--- src/rtl/pattern_dect_sched.sv ---
// pattern_dect_sched: round-robin scheduler time-sharing one overlapping serial
// pattern detector among N_CH requesters. Optional idle watchdog: PDS_TIMEOUT_EN.
module pattern_dect_sched #(
  parameter int N_CH   = 4,
  parameter int PAT_W  = 4,
  parameter int CNT_W  = 8,
  parameter int CH_W   = 2,
  parameter int TO_CYC = 64
) (
  input  logic             clk,
  input  logic             rst,
  input  logic [PAT_W-1:0] cfg_pattern,
  input  logic [N_CH-1:0]  req,
  input  logic [N_CH-1:0]  bit_in,
  input  logic [N_CH-1:0]  bit_vld,
  input  logic [N_CH-1:0]  bit_last,
  output logic [N_CH-1:0]  gnt,
  output logic             busy,
  output logic             match,
  output logic             done,
  output logic [CH_W-1:0]  done_ch,
  output logic [CNT_W-1:0] match_cnt,
  output logic             timeout
);

  localparam int FILL_W = $clog2(PAT_W);
  localparam logic [FILL_W-1:0] FILL_MAX = FILL_W'(PAT_W - 1);

  typedef enum logic [1:0] {IDLE, RUN, DONE} state_t;

  state_t           state_q, state_d;
  logic [CH_W-1:0]  ptr_q, ptr_d;
  logic [CH_W-1:0]  gch_q, gch_d;
  logic [N_CH-1:0]  gnt_q, gnt_d;
  logic [PAT_W-1:0] pat_q, pat_d;
  logic [PAT_W-2:0] hist_q, hist_d;
  logic [FILL_W-1:0] fill_q, fill_d;
  logic [CNT_W-1:0] cnt_q, cnt_d;
  logic [CH_W-1:0]  done_ch_q, done_ch_d;

  logic [CH_W-1:0]  arb_sel;
  logic [CH_W-1:0]  arb_idx;
  logic             bit_g, vld_g, last_g, req_g;
  logic             acc;
  logic [PAT_W-1:0] shifted;
  logic             to_hit;

  function automatic logic [CH_W-1:0] ch_inc(input logic [CH_W-1:0] c);
    if (int'(c) >= N_CH - 1) return '0;
    return c + 1'b1;
  endfunction

  // Scan from ptr downwards in reverse so the first requester in ptr order wins.
  always_comb begin
    arb_sel = ptr_q;
    arb_idx = '0;
    for (int i = N_CH - 1; i >= 0; i--) begin
      arb_idx = CH_W'((int'(ptr_q) + i) % N_CH);
      if (req[arb_idx]) arb_sel = arb_idx;
    end
  end

  assign bit_g   = bit_in[gch_q];
  assign vld_g   = bit_vld[gch_q];
  assign last_g  = bit_last[gch_q];
  assign req_g   = req[gch_q];
  assign acc     = (state_q == RUN) && vld_g;
  assign shifted = {hist_q, bit_g};
  assign match   = acc && (fill_q == FILL_MAX) && (shifted == pat_q);

`ifdef PDS_TIMEOUT_EN
  localparam int TO_W = $clog2(TO_CYC + 1);
  logic [TO_W-1:0] idle_q;
  logic            timeout_q;

  assign to_hit = (state_q == RUN) && !vld_g && (idle_q == TO_W'(TO_CYC - 1));

  always_ff @(posedge clk or negedge rst) begin
    if (!rst) begin
      idle_q    <= '0;
      timeout_q <= 1'b0;
    end else begin
      if ((state_q != RUN) || vld_g) idle_q <= '0;
      else                           idle_q <= idle_q + 1'b1;
      if ((state_q == RUN) && (state_d == DONE)) timeout_q <= to_hit;
    end
  end

  assign timeout = timeout_q;
`else
  assign to_hit  = 1'b0;
  assign timeout = 1'b0;
`endif

  always_comb begin
    state_d   = state_q;
    ptr_d     = ptr_q;
    gch_d     = gch_q;
    gnt_d     = gnt_q;
    pat_d     = pat_q;
    hist_d    = hist_q;
    fill_d    = fill_q;
    cnt_d     = cnt_q;
    done_ch_d = done_ch_q;
    case (state_q)
      IDLE: begin
        if (|req) begin
          state_d = RUN;
          gch_d   = arb_sel;
          gnt_d   = N_CH'(1) << arb_sel;
          pat_d   = cfg_pattern;
          hist_d  = '0;
          fill_d  = '0;
          cnt_d   = '0;
        end
      end
      RUN: begin
        if (acc) begin
          hist_d = shifted[PAT_W-2:0];
          if (fill_q != FILL_MAX) fill_d = fill_q + 1'b1;
        end
        if (match && (cnt_q != {CNT_W{1'b1}})) cnt_d = cnt_q + 1'b1;
        // An accepted last bit beats a simultaneous request drop.
        if (acc && last_g) begin
          state_d   = DONE;
          gnt_d     = '0;
          ptr_d     = ch_inc(gch_q);
          done_ch_d = gch_q;
        end else if (!req_g) begin
          state_d = IDLE;
          gnt_d   = '0;
          ptr_d   = ch_inc(gch_q);
        end else if (to_hit) begin
          state_d   = DONE;
          gnt_d     = '0;
          ptr_d     = ch_inc(gch_q);
          done_ch_d = gch_q;
        end
      end
      DONE:    state_d = IDLE;
      default: state_d = IDLE;
    endcase
  end

  always_ff @(posedge clk or negedge rst) begin
    if (!rst) begin
      state_q   <= IDLE;
      ptr_q     <= '0;
      gch_q     <= '0;
      gnt_q     <= '0;
      pat_q     <= '0;
      hist_q    <= '0;
      fill_q    <= '0;
      cnt_q     <= '0;
      done_ch_q <= '0;
    end else begin
      state_q   <= state_d;
      ptr_q     <= ptr_d;
      gch_q     <= gch_d;
      gnt_q     <= gnt_d;
      pat_q     <= pat_d;
      hist_q    <= hist_d;
      fill_q    <= fill_d;
      cnt_q     <= cnt_d;
      done_ch_q <= done_ch_d;
    end
  end

  assign gnt       = gnt_q;
  assign busy      = (state_q == RUN);
  assign done      = (state_q == DONE);
  assign done_ch   = done_ch_q;
  assign match_cnt = cnt_q;

endmodule

--- config.mk ---
export PLATFORM = sky130hd
export DESIGN_NAME = pattern_dect_sched
export DESIGN_NICKNAME = d
export VERILOG_FILES = /design/src/rtl/pattern_dect_sched.sv
export SDC_FILE = /design/constraint.sdc
export NUM_CORES = 1
export LEC_CHECK = 0
export ABC_CLOCK_PERIOD_IN_PS = 3100
export CELL_PAD_IN_SITES_DETAIL_PLACEMENT = 1
export CELL_PAD_IN_SITES_GLOBAL_PLACEMENT = 1
export CORE_MARGIN = 3
export CORE_UTILIZATION = 40
export DETAILED_ROUTE_END_ITERATION = 8
export PLACE_DENSITY = 0.88
export SETUP_SLACK_MARGIN = 0.5
export SYNTH_ARGS = -nofsm -noshare
export SYNTH_HDL_FRONTEND = slang
export SYNTH_SLANG_ARGS = --single-unit
export TNS_END_PERCENT = 1
--- constraint.sdc ---
create_clock -name clk -period 3.1 [get_ports clk]
set_input_delay 0.775 -clock clk [delete_from_list [all_inputs] [get_ports clk]]
set_output_delay 0.775 -clock clk [all_outputs]
set_load 0.005 [all_outputs]
==> impl_summary.md, run 1 <==
Synth
The top cell type by total area after synthesis is sky130_fd_sc_hd__dfrtp_1. The count of cell types in the netlist is 45. The net count after synthesis is between 150 and 200. Synthesis handed over a netlist of between 150 and 200 instances. The number of enable-type register cells in the synthesized netlist is 0.

After synthesis, the largest area contributor takes up around two fifths of total cell area. By area the synthesized netlist is led by sky130_fd_sc_hd__dfrtp_1 41%, sky130_fd_sc_hd__mux2i_1 7.9%, sky130_fd_sc_hd__nand2_1 7.8%. The dominant synthesized flop cell is sky130_fd_sc_hd__dfrtp_1. The share of the yosys chip area belonging to registers is between 40% and 50%. In this run, synthesis produced a sequential element count of 29.

The synthesized area divided by synthesized cell count is roughly 10 sq um. The Yosys step of the flow raised 0 warnings. Counting flops with an async set or reset pin after synthesis yields a share of between 90% and 100%. The mapped netlist covers roughly 1800 sq um.

Timing
Setup repair after global routing could not meet its margin everywhere. Dividing the final minimum period by the clock period gives 86.3%. Setup violations remaining at the end of the flow were counted as 0. The final hold violation count is 0. The final-report max-slew violation count was 0. The worst path needs 2.68 ns of the cycle, external delays included. The maximum clock rate is 374 MHz. The worst path meets setup with around 0.42 ns of slack.

The worst slack on hold paths is around 0.50 ns. The sum of negative setup slack is 0 ns. Clock skew on the completed layout was measured at just under 0.003 ns.

Detailed routing
The post-route antenna net violation count is 0. The via density per instance is between 5 and 6. Summed over all layers, the routed wires come to ~4.9 mm. After detailed routing, the number of remaining DRC violations is 0. Summing over every cut layer, the via total after detailed routing is approximately 1500. The first detailed-routing pass took 4 iterations. Dividing the detail-routed wire length by the instance count gives approximately 18 microns. The number of violations reported at the end of detailed-routing iteration 0 is 32.

Clock tree
At the later pin of the worst-skew pair, clock insertion delay measures roughly 0.28 ns. The cell sitting at the root of the clock tree is a sky130_fd_sc_hd__clkbuf_8. The number of clock buffers added by TritonCTS is 5. The number of setup buffers added after CTS is 0.

The clock tree synthesis step divided the H-tree into 2 levels. The number of buffers between clock root and the deepest sink is 2. The number of sinks on the clock net is 29. The number of hold buffers added after CTS was 0.

The CTS tree is done. After clock tree synthesis, the clock-pin slew on the worst setup and hold paths is 0.06 ns.

Die
The region available for standard cell placement spans 4140 sq um. The die area is around 5300 sq um. The total number of placement rows is 23.

The initial cell density of the core is between 40% and 50%. The vertical die dimension is between 70 and 80 microns. The I/O pin count is 40.

The die width is 72.7 microns.

Setup path
The startpoint of the worst setup timing path is bit_vld[3]. Data on the critical path is required at its endpoint by 2.32 ns. The largest fanout of any net on the critical path is 2.

The element type at the critical path end is a primary output. The worst setup path is launched from a primary input. The worst register-to-register path has a depth of 5. The slack of the worst reg-to-reg path is 0.96 ns.

The worst reg2reg path endpoint is done_ch[0]$_DFFE_PN0P_. The startpoint of the worst-slack reg-to-reg timing path is gch_q[1]$_DFFE_PN0P_. For the worst setup path, the data arrival time is approximately 1.9 ns.

The start-to-end type of the worst setup path is in -> out.

Global routing
The maximum number of pins on one net before global-route repair is 30. The met1 usage in global routing is 23.6%. The initial antenna violation count came to 0. The number of global-route vias before repair is 1614.

Global routing consumed, over all layers together, between 20% and 30% of the routing resources. Summed over all layers, the global routing overflow is 0. The most crowded layer after global routing is met2.

In the global route stage, met3 resource usage came out at between 4 and 5%. For this run, global-route usage on met2 was measured as roughly 38%. The global-route wire length before repair is between 8 and 9 mm.

Worst hold path
For hold timing, the worst endpoint is done_ch[0]$_DFFE_PN0P_. Counting instances, the worst hold path has a depth of 1. The min-delay analysis places its worst path in the category reg -> reg.

In this run the most critical hold path is launched from done_ch[0]$_DFFE_PN0P_.

Place
The number of buffer cells added on primary ports is 38. The minimum setup slack after placement is -0.273 ns. The post-detailed-placement half-perimeter wirelength is 3.56 mm.

At the end of routability-driven placement, the weighted congestion stood at 0.823. Once placement completed, the tool counted placed cells totaling around 260.

Pwr
Summed over all cells, the static leakage comes to about 0.98 nW. The clock network burns 15.8% of the power. Across the VDD grid, the largest voltage drop is roughly 420 uV.

The fraction of power spent switching nets is approximately two fifths. Internal power comes to 0.00116 W. The combinational cell fraction of total power is 52.3%. The power per cell area is 847 nW/um^2. The sequential fraction of design power is a little under a third. The switching power total is around 0.00084 W.

Run
Max-cap violations in this run came to 0.

Layout
The share of the core filled with cells is 57.1%. The area added between synthesis and finish is 32.7%. The count of placed standard cells in the final layout, fillers left out is ~270. In the final design database the tool counted roughly 240 nets. The number of antenna repair diodes is 0. In the final layout, the share of cells above drive strength 1 is between 10% and 20%.

Outcome
The run finished with clean final reports.
## cell families after synthesis
family          synth area share, %
flops                          40.7
xor+xnor                       3.02
simple gates                   25.0
fa+ha+maj                      2.11
buf+inv                        3.44
mux                            16.1
other cells                   0.210
compound gates                 9.41
## cells in the mapped netlist, types with 2 or more instances
master / number
sky130_fd_sc_hd__mux2i_1: 14
sky130_fd_sc_hd__nand4_1: 2
sky130_fd_sc_hd__buf_2: 4
sky130_fd_sc_hd__a2bb2oi_1: 2
sky130_fd_sc_hd__mux4_2: 4
sky130_fd_sc_hd__dfrtp_1: 29
sky130_fd_sc_hd__nand2_1: 37
sky130_fd_sc_hd__o32ai_1: 2
sky130_fd_sc_hd__nor4_2: 6
sky130_fd_sc_hd__mux2_1: 5
sky130_fd_sc_hd__o21ai_0: 3
sky130_fd_sc_hd__xnor2_1: 3
sky130_fd_sc_hd__o211ai_1: 2
sky130_fd_sc_hd__o2111ai_1: 4
sky130_fd_sc_hd__nor2_1: 2
sky130_fd_sc_hd__nor2b_1: 6
sky130_fd_sc_hd__and2_1: 2
sky130_fd_sc_hd__o22ai_1: 2
sky130_fd_sc_hd__nand2b_1: 8
sky130_fd_sc_hd__nor3_1: 3
sky130_fd_sc_hd__ha_1: 3
sky130_fd_sc_hd__inv_1: 3
sky130_fd_sc_hd__and3_1: 2
## cells in the final DEF, fill, tap and decap left out, types with 2 or more instances in the layout
cell type	netlist	layout
sky130_fd_sc_hd__buf_4	1	9
sky130_fd_sc_hd__xnor2_1	3	3
sky130_fd_sc_hd__mux2_1	5	4
sky130_fd_sc_hd__dfrtp_1	29	29
sky130_fd_sc_hd__and2_1	2	2
sky130_fd_sc_hd__mux4_2	4	4
sky130_fd_sc_hd__nand2_1	37	37
sky130_fd_sc_hd__o211ai_1	2	2
sky130_fd_sc_hd__clkdlybuf4s50_1	0	32
sky130_fd_sc_hd__o2111ai_1	4	4
sky130_fd_sc_hd__nor2_1	2	2
sky130_fd_sc_hd__o22ai_1	2	2
sky130_fd_sc_hd__o21ai_0	3	3
sky130_fd_sc_hd__nor4_2	6	6
sky130_fd_sc_hd__inv_1	3	3
sky130_fd_sc_hd__nor3_1	3	2
sky130_fd_sc_hd__buf_6	1	4
sky130_fd_sc_hd__nand4_1	2	2
sky130_fd_sc_hd__nor2b_1	6	6
sky130_fd_sc_hd__clkbuf_8	0	6
sky130_fd_sc_hd__nand2b_1	8	8
sky130_fd_sc_hd__and3_1	2	2
sky130_fd_sc_hd__ha_1	3	3
sky130_fd_sc_hd__mux2i_1	14	13
sky130_fd_sc_hd__o32ai_1	2	2
## power by group through the flow
stage / Combinational (W) / Sequential [W] / Clock (W)
2_1_floorplan: 0.000698 / 0.000585 / 0
4_1_cts: 0.00103 / 0.000635 / 0.000323
3_5_place_dp: 0.00101 / 0.000635 / 0
3_3_place_gp: 0.000954 / 0.000620 / 0
5_1_grt: 0.00114 / 0.000657 / 0.000339
6_report: 0.00105 / 0.000638 / 0.000317
## through the flow
stage               cell area [sq um]  power (W)
finish                           2360    0.00200
detailed placement               2250    0.00164
CTS                              2340    0.00199
floorplan                        1780    0.00128
global route                     2360    0.00214
global placement                 2250    0.00157
## final cells by class
| class | count | area [sq um] |
|---|---|---|
| well taps | 50 | 62.6 |
| fillers | 455 | 1780 |
| repair buffers | 47 | 450 |
| multi-input cells | 129 | 1020 |
| flip-flops and latches | 29 | 726 |
| inverters | 4 | 15.0 |
| clock buffers | 7 | 86.3 |
## metal layers
metal,share of wire [%],wire [microns],up-vias
met2,55,2700,37
li1,-,-,706
met1,40,1940,738
met3,3.5,170,7
met4,1.5,74,0
met5,0,0,-
## sequential cells by signal, summed over array words and instances (netlist names)
name and cells:
gnt 4, ptr_q 2, pat_q 4, hist_q 3
done_ch 2, state_q 2, fill_q 2, gch_q 2
match_cnt 8
## worst max-delay path: stages
cell	delay, ns
sky130_fd_sc_hd__clkdlybuf4s50_1	0.46
sky130_fd_sc_hd__mux2i_2	0.28
sky130_fd_sc_hd__a2bb2oi_4	0.21
sky130_fd_sc_hd__nor3_2	0.05
sky130_fd_sc_hd__buf_2	0.12
## worst max-delay path by stage
stage               endpoint  slack, ns
CTS                    match       0.42
global route           match       0.38
global placement       match      -0.27
detailed placement     match      -0.27
floorplan              match       0.62
finish                 match       0.42
## repair_timing
item,4_1_cts,5_1_grt
endpoints found under the setup margin,1,1
pin swaps,3,2
gates resized for setup,22,4
(Power assumes the default switching activity.)
==> run 2, diff against run 1 <==
--- a/config.mk
+++ b/config.mk
@@ -9,11 +9,11 @@
 export CELL_PAD_IN_SITES_DETAIL_PLACEMENT = 1
 export CELL_PAD_IN_SITES_GLOBAL_PLACEMENT = 1
 export CORE_MARGIN = 3
-export CORE_UTILIZATION = 40
+export CORE_UTILIZATION = 42
 export DETAILED_ROUTE_END_ITERATION = 8
 export PLACE_DENSITY = 0.88
 export SETUP_SLACK_MARGIN = 0.5
 export SYNTH_ARGS = -nofsm -noshare
 export SYNTH_HDL_FRONTEND = slang
 export SYNTH_SLANG_ARGS = --single-unit
-export TNS_END_PERCENT = 1
+export TNS_END_PERCENT = 30
==> run 2 against run 1 <==
  * Via count up 2.8%
  * Global-route usage up 1.1 points
  * Highest routed layer unchanged
  * Power up 0.59%
==> impl_summary.md, run 2 (same netlist as run 1, synthesis figures left out) <==
Clock tree
The worst-skew pair later-pin latency is approximately 0.29 ns. The H-tree was split into 2 levels. The number of clock buffers added by TritonCTS is 5. The number of buffers between clock root and the deepest sink is 2.

The CTS tree is done. The clock-pin transition on the worst setup and hold timing paths is about 0.060 ns. Buffers inserted to repair hold after CTS numbered 0. The number of sinks on the clock net is 29. The root buffer selected by CTS is sky130_fd_sc_hd__clkbuf_8.

Place
Buffers placed on the I/O ports in this run total 38. The placed instance area is between 2000 and 2500 sq um. The wire-length estimate of the detail-placed layout is ~3.6 mm. The congestion estimate from routability-driven global placement came to 0.912. The total instance count after detailed placement is 260.

Layout
The number of antenna diodes in the final layout is 0. The finished cells cover around 2400 sq um. The final-stage net count is about 240.

Leaving out fill and tap cells, the most frequent cells in the layout are 37 x sky130_fd_sc_hd__nand2_1, 33 x sky130_fd_sc_hd__clkdlybuf4s50_1, 29 x sky130_fd_sc_hd__dfrtp_1. The area added between synthesis and finish is 32.9%. The fraction of final layout cells with drive strength greater than 1 is between 10% and 20%.

The library cell used most frequently in the layout, excluding fill and tap cells, is sky130_fd_sc_hd__nand2_1. The register with the most flip-flops in the layout has 8 of them. The fill cell instance count of the final layout is roughly 430. The share of the core filled with cells is between 50% and 60%. The count of placed standard cells in the final layout, fillers left out is 269.

Timing
The final-report max-slew violation count is 0. The final hold violation count is 0. Between clock sinks in the finished design, the worst skew comes to just over 0.003 ns. Subtracting the final worst setup slack from the clock period gives about 2.7 ns.

Setup repair after global routing could not meet its margin everywhere. Final hold analysis gives a worst-case slack of approximately 0.50 ns. Setup total negative slack on the finished layout was measured at 0 ns. The final count of negative-setup-slack endpoints is 0.

The maximum clock rate is approximately 380 MHz. Measured against its own limit, the worst slew margin works out to about 66%. In the finished design, the share of the clock period the worst path needs comes to a little under nine tenths.

The transition time at the pin with the least slew margin is approximately 0.50 ns.

Pwr
The power per cell area is 851 nW/um^2. The static leakage is approximately 1 nW. VDD sags by at most 396 uV.

Setup path
The signal on the critical path passes through buf_6 -> mux4_2 -> xor2_4 -> nor3_2 -> buf_2. The number of buffers and inverters on the critical path is 2. The largest incremental delay on the critical path is roughly 0.52 ns.

The required time of the critical path is 2.32 ns. The worst reg2reg path endpoint is match_cnt[1]$_DFFE_PN0P_. The worst endpoint data arrival time is between 1.5 and 2 ns. Among cell families on the critical path, the largest total delay comes from multiplexers.

The startpoint of the worst-slack reg-to-reg timing path is gch_q[0]$_DFFE_PN0P_. The logic depth of the worst register-to-register path is 6. The setup path with the least slack is of type in -> out. The standard cell with the maximum stage delay on the critical path is sky130_fd_sc_hd__mux4_2. The element type at the critical path end is a primary output. For flop-to-flop paths, the worst setup slack is 1.04 ns.

Of all nets on the critical path, the largest fanout is 2. The launching element type of the critical path is a primary input.

Outcome
The flow ran to the end, and the final reports show no timing, DRC or antenna violations.

Detailed routing
The post-route antenna net violation count is 0. The detailed-router iteration count before antenna repair is 4. The first routing iteration left 50 violations. The detailed-route wire length per cell is 17.9 microns. The number of vias after detailed routing is 1529.

The total wire length is slightly below 5 mm. The via density per instance is approximately 5.7. After detailed routing, the number of remaining DRC violations is 0.

Die
40 I/O pins were placed. The total number of placement rows is 23. The region available for standard cell placement spans approximately 4100 sq um. Once the floorplan was initialized, standard cells occupied between 40% and 50% of the core.

In this run the horizontal extent of the chip is 71.1 microns. In this run the vertical extent of the chip is slightly above 70 microns. The floorplan step defined a die boundary enclosing 5060 sq um.

Worst hold path
The startpoint of the lowest-slack hold path is fill_q[0]$_DFFE_PN0P_. The type of the tightest min-delay check is reg -> reg. The endpoint of the worst hold path is fill_q[0]$_DFFE_PN0P_. The count of cells along the worst hold path is 1.

Global routing
The global-route wire length before repair is between 8 and 9 mm. Global routing used about a fifth of the available tracks across all layers. The initial antenna violation count is 0. For this run the aggregate overflow at the end of global routing stands at 0. The maximum number of pins on one net before global-route repair is 30.

The number of global-route vias before repair came to approximately 1700.

Run
The number of violations of the max-capacitance limit is 0.
## run 2: cell count changes in the layout (fill, tap and decap cells not counted)
cell,change
sky130_fd_sc_hd__buf_4,+2
sky130_fd_sc_hd__clkinv_2,+2
sky130_fd_sc_hd__buf_2,+1
sky130_fd_sc_hd__buf_6,-1
sky130_fd_sc_hd__clkbuf_8,-1
sky130_fd_sc_hd__clkdlybuf4s50_1,+1
sky130_fd_sc_hd__dlymetal6s2s_1,-1
## run 2: final cells by class
type	count	area (sq um)	share of cell area, %
clock buffer	6	72.6	3.07
clock inverter	2	10.0	0.423
inverter	4	15.0	0.634
multi-input combinational	129	1020	43.3
sequential	29	726	30.7
tap	50	62.6	2.64
timing repair buffer	49	457	19.3
## run 2: stage by stage
stage | total power (W) | worst slack [ns]
2_1_floorplan | 0.00128 | 0.620
3_3_place_gp | 0.00158 | -0.278
3_5_place_dp | 0.00165 | -0.300
4_1_cts | 0.00202 | 0.409
5_1_grt | 0.00216 | 0.433
6_report | 0.00202 | 0.448
## run 2: worst max-delay path by stage
| stage | startpoint | to | depth (start not counted) |
|---|---|---|---|
| finish | bit_in[3] | match | 5 |
| global placement | bit_in[3] | match | 5 |
| global route | bit_in[3] | match | 5 |
| detailed placement | bit_in[2] | match | 5 |
| floorplan | bit_in[3] | match | 3 |
| CTS | bit_in[3] | match | 5 |
## run 2: power by group
part / internal, W / switching, W / total (W)
clock network: 0.000155 / 0.000149 / 0.000305
registers: 0.000498 / 0.000125 / 0.000623
logic: 0.000509 / 0.000578 / 0.00109
total: 0.00116 / 0.000852 / 0.00202
## run 2: per-layer routing
metal | track usage, % | vias to the layer above | wire length, microns
met5 | 0 | - | 0
met1 | 25.7 | 756 | 1940
met2 | 35.8 | 47 | 2540
li1 | - | 715 | -
met4 | 8.56 | 0 | 100
met3 | 6.39 | 11 | 234
## run 2: worst reg2reg max path, stage by stage, from the launching register on
cell and delay (ns):
sky130_fd_sc_hd__dfrtp_1 0.40, sky130_fd_sc_hd__mux4_2 0.58, sky130_fd_sc_hd__xor2_4 0.18, sky130_fd_sc_hd__buf_4 0.13
sky130_fd_sc_hd__buf_4 0.17, sky130_fd_sc_hd__nor4_4 0.30, sky130_fd_sc_hd__mux2i_1 0.22
## run 2: what timing repair did
item | 4_1_cts | 5_1_grt
buffers inserted | 1 | 0
pin swaps | 3 | 3
endpoints found under the setup margin | 1 | 1
resized for setup | 21 | 4
